<file path="config.mk">
export PLATFORM = sky130hd
export DESIGN_NAME = dift_tpcr_ctrl_flat
export DESIGN_NICKNAME = d
export VERILOG_FILES = /design/src/rtl/dift_tpcr_ctrl_if.sv /design/src/rtl/dift_tpcr_ctrl.sv /design/src/flat_wrapper.sv
export SDC_FILE = /design/constraint.sdc
export NUM_CORES = 1
export LEC_CHECK = 0
export BUFFER_PORTS_ARGS = -buffer_cell sky130_fd_sc_hd__buf_2
export CORE_ASPECT_RATIO = 0.7
export CORE_MARGIN = 5
export CORE_UTILIZATION = 35
export DETAILED_ROUTE_END_ITERATION = 6
export PLACE_DENSITY_LB_ADDON = 0.15
export SLEW_MARGIN = 20
export SYNTH_ARGS = -nofsm -noshare
export SYNTH_HDL_FRONTEND = slang
export SYNTH_SLANG_ARGS = --single-unit
</file>
<file path="constraint.sdc">
create_clock -name clk -period 3 [get_ports clk]
set_clock_uncertainty 0.2 [all_clocks]
set_input_delay 0.3 -clock clk [delete_from_list [all_inputs] [get_ports clk]]
set_output_delay 0.3 -clock clk [all_outputs]
set_load 0.01 [all_outputs]
</file>
<file path="src/rtl/dift_tpcr_ctrl_if.sv">
// CSR-side handshake bundle for the TPCR controller.
// The master (CSR unit) drives the request; the slave (controller) returns ready and read data.
interface dift_tpcr_ctrl_if #(
  parameter int TPCR_WIDTH = 32
);
  logic                  csr_we_i;
  logic [1:0]            csr_op_i;
  logic [TPCR_WIDTH-1:0] csr_wdata_i;
  logic                  csr_ready_o;
  logic [TPCR_WIDTH-1:0] csr_rdata_o;

  modport master (
    output csr_we_i,
    output csr_op_i,
    output csr_wdata_i,
    input  csr_ready_o,
    input  csr_rdata_o
  );

  modport slave (
    input  csr_we_i,
    input  csr_op_i,
    input  csr_wdata_i,
    output csr_ready_o,
    output csr_rdata_o
  );
endinterface

</file>
<file path="src/rtl/dift_tpcr_ctrl.sv">
// TPCR owner: stages CSR writes in a shadow, stalls issue until EX drains, then commits atomically.
// A committed lock bit freezes the register until reset.
module dift_tpcr_ctrl #(
  parameter int                    TPCR_WIDTH   = 32,
  parameter logic [TPCR_WIDTH-1:0] TPCR_RST_VAL = '0,
  parameter int                    LOCK_BIT     = 31,
  parameter int                    DRAIN_CYCLES = 2
) (
  input  logic                  clk,
  input  logic                  rst,
  dift_tpcr_ctrl_if.slave       csr,
  input  logic                  ex_busy_i,
  output logic                  stall_o,
  output logic [TPCR_WIDTH-1:0] tpcr_o,
  output logic                  done_o,
  output logic                  err_o
);

  typedef enum logic [1:0] {
    ST_IDLE   = 2'd0,
    ST_DRAIN  = 2'd1,
    ST_COMMIT = 2'd2
  } state_t;

  localparam logic [1:0] OP_WRITE = 2'b01;
  localparam logic [1:0] OP_SET   = 2'b10;
  localparam logic [1:0] OP_NONE  = 2'b00;
  localparam logic [3:0] DRAIN_LAST = 4'(DRAIN_CYCLES - 1);

  state_t                state_q, state_d;
  logic [TPCR_WIDTH-1:0] tpcr_q, tpcr_d;
  logic [TPCR_WIDTH-1:0] shadow_q, shadow_d;
  logic [3:0]            cnt_q, cnt_d;
  logic                  done_q, done_d;
  logic                  err_q, err_d;

  logic                  accept;
  logic                  locked;
  logic [TPCR_WIDTH-1:0] new_val;

  assign accept = csr.csr_we_i && (state_q == ST_IDLE) && (csr.csr_op_i != OP_NONE);
  assign locked = tpcr_q[LOCK_BIT];

  always_comb begin
    new_val = tpcr_q & ~csr.csr_wdata_i;
    if (csr.csr_op_i == OP_WRITE) begin
      new_val = csr.csr_wdata_i;
    end else if (csr.csr_op_i == OP_SET) begin
      new_val = tpcr_q | csr.csr_wdata_i;
    end
  end

  always_comb begin
    state_d  = state_q;
    tpcr_d   = tpcr_q;
    shadow_d = shadow_q;
    cnt_d    = cnt_q;
    done_d   = 1'b0;
    err_d    = 1'b0;
    case (state_q)
      ST_IDLE: begin
        if (accept) begin
          // Lock wins over the no-change shortcut: a locked write always reports an error.
          if (locked) begin
            err_d = 1'b1;
          end else if (new_val == tpcr_q) begin
            done_d = 1'b1;
          end else begin
            shadow_d = new_val;
            cnt_d    = 4'd0;
            state_d  = ST_DRAIN;
          end
        end
      end
      ST_DRAIN: begin
        // Any busy cycle restarts the window of consecutive idle EX cycles.
        if (ex_busy_i) begin
          cnt_d = 4'd0;
        end else if (cnt_q == DRAIN_LAST) begin
          state_d = ST_COMMIT;
        end else begin
          cnt_d = cnt_q + 4'd1;
        end
      end
      ST_COMMIT: begin
        tpcr_d  = shadow_q;
        done_d  = 1'b1;
        state_d = ST_IDLE;
      end
      default: begin
        state_d = ST_IDLE;
      end
    endcase
  end

  always_ff @(posedge clk) begin
    if (rst) begin
      state_q  <= ST_IDLE;
      tpcr_q   <= TPCR_RST_VAL;
      shadow_q <= TPCR_RST_VAL;
      cnt_q    <= 4'd0;
      done_q   <= 1'b0;
      err_q    <= 1'b0;
    end else begin
      state_q  <= state_d;
      tpcr_q   <= tpcr_d;
      shadow_q <= shadow_d;
      cnt_q    <= cnt_d;
      done_q   <= done_d;
      err_q    <= err_d;
    end
  end

  assign stall_o         = (state_q != ST_IDLE);
  assign csr.csr_ready_o = (state_q == ST_IDLE);
  assign csr.csr_rdata_o = (state_q == ST_IDLE) ? tpcr_q : shadow_q;
  assign tpcr_o          = tpcr_q;
  assign done_o          = done_q;
  assign err_o           = err_q;

endmodule

</file>
<file path="src/flat_wrapper.sv">
// flat-port wrapper written by rule: the top's interface ports become plain ports
module dift_tpcr_ctrl_flat 
#(
  parameter int                    TPCR_WIDTH   = 32,
  parameter logic [TPCR_WIDTH-1:0] TPCR_RST_VAL = '0,
  parameter int                    LOCK_BIT     = 31,
  parameter int                    DRAIN_CYCLES = 2
)
  (clk, rst, ex_busy_i, stall_o, tpcr_o, done_o, err_o, csr_csr_we_i, csr_csr_op_i, csr_csr_wdata_i, csr_csr_ready_o, csr_csr_rdata_o);
  dift_tpcr_ctrl_if #(.TPCR_WIDTH(TPCR_WIDTH)) csr_i ();
  input  logic clk;
  input  logic rst;
  input  logic ex_busy_i;
  output logic stall_o;
  output logic [TPCR_WIDTH-1:0] tpcr_o;
  output logic done_o;
  output logic err_o;
  input wire logic [$bits(csr_i.csr_we_i)-1:0] csr_csr_we_i;
  input wire logic [$bits(csr_i.csr_op_i)-1:0] csr_csr_op_i;
  input wire logic [$bits(csr_i.csr_wdata_i)-1:0] csr_csr_wdata_i;
  output wire logic [$bits(csr_i.csr_ready_o)-1:0] csr_csr_ready_o;
  output wire logic [$bits(csr_i.csr_rdata_o)-1:0] csr_csr_rdata_o;
  assign csr_i.csr_we_i = csr_csr_we_i;
  assign csr_i.csr_op_i = csr_csr_op_i;
  assign csr_i.csr_wdata_i = csr_csr_wdata_i;
  assign csr_csr_ready_o = csr_i.csr_ready_o;
  assign csr_csr_rdata_o = csr_i.csr_rdata_o;
  dift_tpcr_ctrl #(.TPCR_WIDTH(TPCR_WIDTH), .TPCR_RST_VAL(TPCR_RST_VAL), .LOCK_BIT(LOCK_BIT), .DRAIN_CYCLES(DRAIN_CYCLES)) u_core (.clk(clk), .rst(rst), .csr(csr_i), .ex_busy_i(ex_busy_i), .stall_o(stall_o), .tpcr_o(tpcr_o), .done_o(done_o), .err_o(err_o));
endmodule
</file>
==> key figures <==
Pwr
  • Max IR drop VDD: 0.000265 V
  • Power Total: 2.67 mW
  • Lkg Pwr: 2.09 nW
  • Power per cell area: 483 nW/µm²

Synthesis
  • Yosys warnings: 0
  • Synth Net Count: 652
  • Post-synthesis mux area share: 0%
  • Compound-cell area share of the yosys netlist: 34.1%
  • Synthesized cell area: 4450 µm²
  • Top FF cell, synth: dfxtp_1
  • Adder-Cell Fraction of Synth Area: 0.562%
  • Simple-Gate Fraction of Synth Area: 23.5%
  • Async set or reset register ratio after synthesis: 0%
  • Post-synthesis register bit count: 72
  • Seq/Total Area, Yosys: 32.4%
  • Synthesized instance count: 612
  • Post-synthesis xor/xnor area fraction: 0.590%
  • Number of synthesized flops with an enable pin: 0
  • Syn_area_per_cell: 7.28 µm²
  • Yosys cell types: 49
  • Main combinational cell family by area after synthesis: compound AO/OA/AOI/OAI gates

Clock tree
  • Clock latency on the worst-skew pair: 340 ps
  • CTS Buf Count: 9
  • Post-cts gate resize count: 0
  • CTS tree: built
  • Hold_buf cts: 0
  • Reg clk slew, reported paths: 60 ps
  • Post-CTS Setup Inserts: 0
  • Clk buf depth: 2
  • H-tree levels: 3
  • Clock sink total: 72
  • CTS Root Buffer Type: clkbuf_16

Worst setup path
  • Critical Setup Path Class: flip-flop to flip-flop
  • Critical Path Start Type: flip-flop
  • R2r setup slk: 260 ps
  • Max FO, Critical Path: 23
  • End point of the critical path: u_core.cnt_q[0]
  • Reg2Reg Capture Point: u_core.cnt_q[0]
  • Worst r2r path cells: 9
  • RR Startpoint: u_core.tpcr_o[17]
  • Worst path required time: 3080 ps
  • Setup crit start: u_core.tpcr_o[17]
  • Crit. End Element: flip-flop
  • CP Data Arrival Time: 2820 ps

Place
  • Gpl congestion: 0.970
  • DP Area: 5190 µm²
  • Dpl ws: 363 ps
  • DP Wirelength: 12400 µm
  • Port bufs: 105

STA
  • Worst setup margin: 256 ps
  • Worst-margin pin slew: 588 ps
  • Final setup viols: 0
  • Fin crit period: 2740 ps
  • Tcrit/Tclk final: 91.5%
  • RSZ-0062 raised after global routing: no
  • Worst hold slack: 148 ps
  • Final Hold Vio Count: 0
  • Slew HR: 60.4%
  • Max frequency: 364 MHz
  • Setup_tns: 0 ps
  • Final Slew Violations: 0

Job
  • Max-cap check violation count: 0

Detailed routing
  • Drt first pass iters: 6
  • DRT met1 WL: 8050 µm
  • Drt initial violations: 431
  • Met2 wire len: 6830 µm
  • Drc violations: 0
  • Via count: 4907
  • Post-DRT Antenna Nets: 0
  • Top Layer Used: met4
  • Post-DR wirelength/cell: 19.1 µm
  • Via/cell ratio: 5.61
  • Metal3 WL: 1510 µm
  • Final wirelength: 16700 µm

Layout
  • # diodes: 0
  • Layout cell share with drive strength beyond 1: 21.6%
  • Commonest non-fill, non-tap cell in the layout: nand2_1
  • Commonest non-fill, non-tap cells in the layout: nand2_1 (144), buf_2 (105), dfxtp_1 (72), inv_1 (55), a21oi_1 (42)
  • Area grow syn2layout: 24.0%
  • Post-route cell area: 5520 µm²
  • Layout net count: 748

Run status
  • Outcome: finished clean

Global route
  • GR Overflow Total: 0
  • GRT Total Usage: 21.6%
  • Largest net degree at the start of global routing: 45
  • Initial antenna violation count: 0
  • Vias in the first global route: 4499
  • First-pass GRT wire length: 25700 µm

Floorplanning
  • # rows: 34
  • IO Pins: 106
  • Die W: 145 µm
  • Initial cell density of the core: 35.9%
  • Die Area: 15100 µm²
  • Placeable Area: 12400 µm²
  • Die height: 104 µm

Worst hold path
  • Worst Hold Class: input pin to flip-flop
## flip-flops by register name, summed over array words and instances, names as in the netlist
register         count
u_core.err_o         1
u_core.cnt_q         4
u_core.tpcr_o       32
u_core.shadow_q     32
u_core.done_o        1
u_core.state_q       2
## power by group
part	switching [mW]	leakage (nW)	total (mW)	internal, mW
registers	0.0356	0.583	1.03	0.991
logic	0.313	1.36	0.461	0.147
clock network	0.427	0.151	1.18	0.753
total	0.776	2.09	2.67	1.89
## worst max-delay path: stages, from the launching register on
cell and delay (ps):
dfxtp_1 390, nor2b_1 180, nor4_1 510, nand4b_1 160, nor2_1 180, o22ai_2 100
buf_4 200, nor3b_4 220, buf_4 310, o221a_2 230
## stage by stage
stage,utilization [%],std cells
6_report,44.5,875
5_1_grt,44.5,875
4_1_cts,44.5,875
3_5_place_dp,41.8,859
3_3_place_gp,41.8,859
2_1_floorplan,-,612
## cell type report
class	count	area [µm²]
fill	1324	6900
clock inverter	6	91.3
timing repair buffer	129	706
sequential	72	1440
clock buffer	10	239
tap	162	203
multi-input combinational	440	2630
inverter	56	210
## how the worst min path moves through the flow
stage	startpoint	end	cells after the start
floorplan	u_core.shadow_q[15]	u_core.tpcr_o[15]	2
global placement	u_core.shadow_q[30]	u_core.tpcr_o[30]	2
detailed placement	u_core.shadow_q[30]	u_core.tpcr_o[30]	2
CTS	ex_busy_i	u_core.state_q[1]	3
global route	ex_busy_i	u_core.state_q[1]	3
finish	csr_csr_wdata_i[18]	u_core.shadow_q[18]	3
## cell families (layout without fill, tap and decap cells)
| kind of cell | Yosys count | in the layout |
|---|---|---|
| compound gates | 208 | 208 |
| simple gates | 227 | 227 |
| xor+xnor | 3 | 3 |
| flops | 72 | 72 |
| fa+ha+maj | 2 | 2 |
| buf+inv | 100 | 201 |
## synth_stat cells, types with 9 or more instances
| cell type | count | area [µm²] |
|---|---|---|
| nand2b_1 | 9 | 56.3 |
| a21oi_1 | 42 | 210 |
| o41a_1 | 31 | 349 |
| inv_1 | 56 | 210 |
| clkbuf_1 | 35 | 131 |
| nor2b_1 | 33 | 206 |
| o31ai_1 | 32 | 240 |
| nor4_1 | 10 | 62.6 |
| o21ai_0 | 36 | 180 |
| nand2_1 | 144 | 541 |
| nor2_1 | 13 | 48.8 |
| dfxtp_1 | 72 | 1440 |
| a22oi_1 | 31 | 233 |
## layer usage
metal / vias to the layer above / track usage (%)
li1: 2385 / -
met1: 2279 / 33.2
met2: 213 / 30.5
met3: 30 / 4.60
met4: 0 / 4.79
met5: - / 0
No activity file was read; power rests on OpenSTA's default activity.
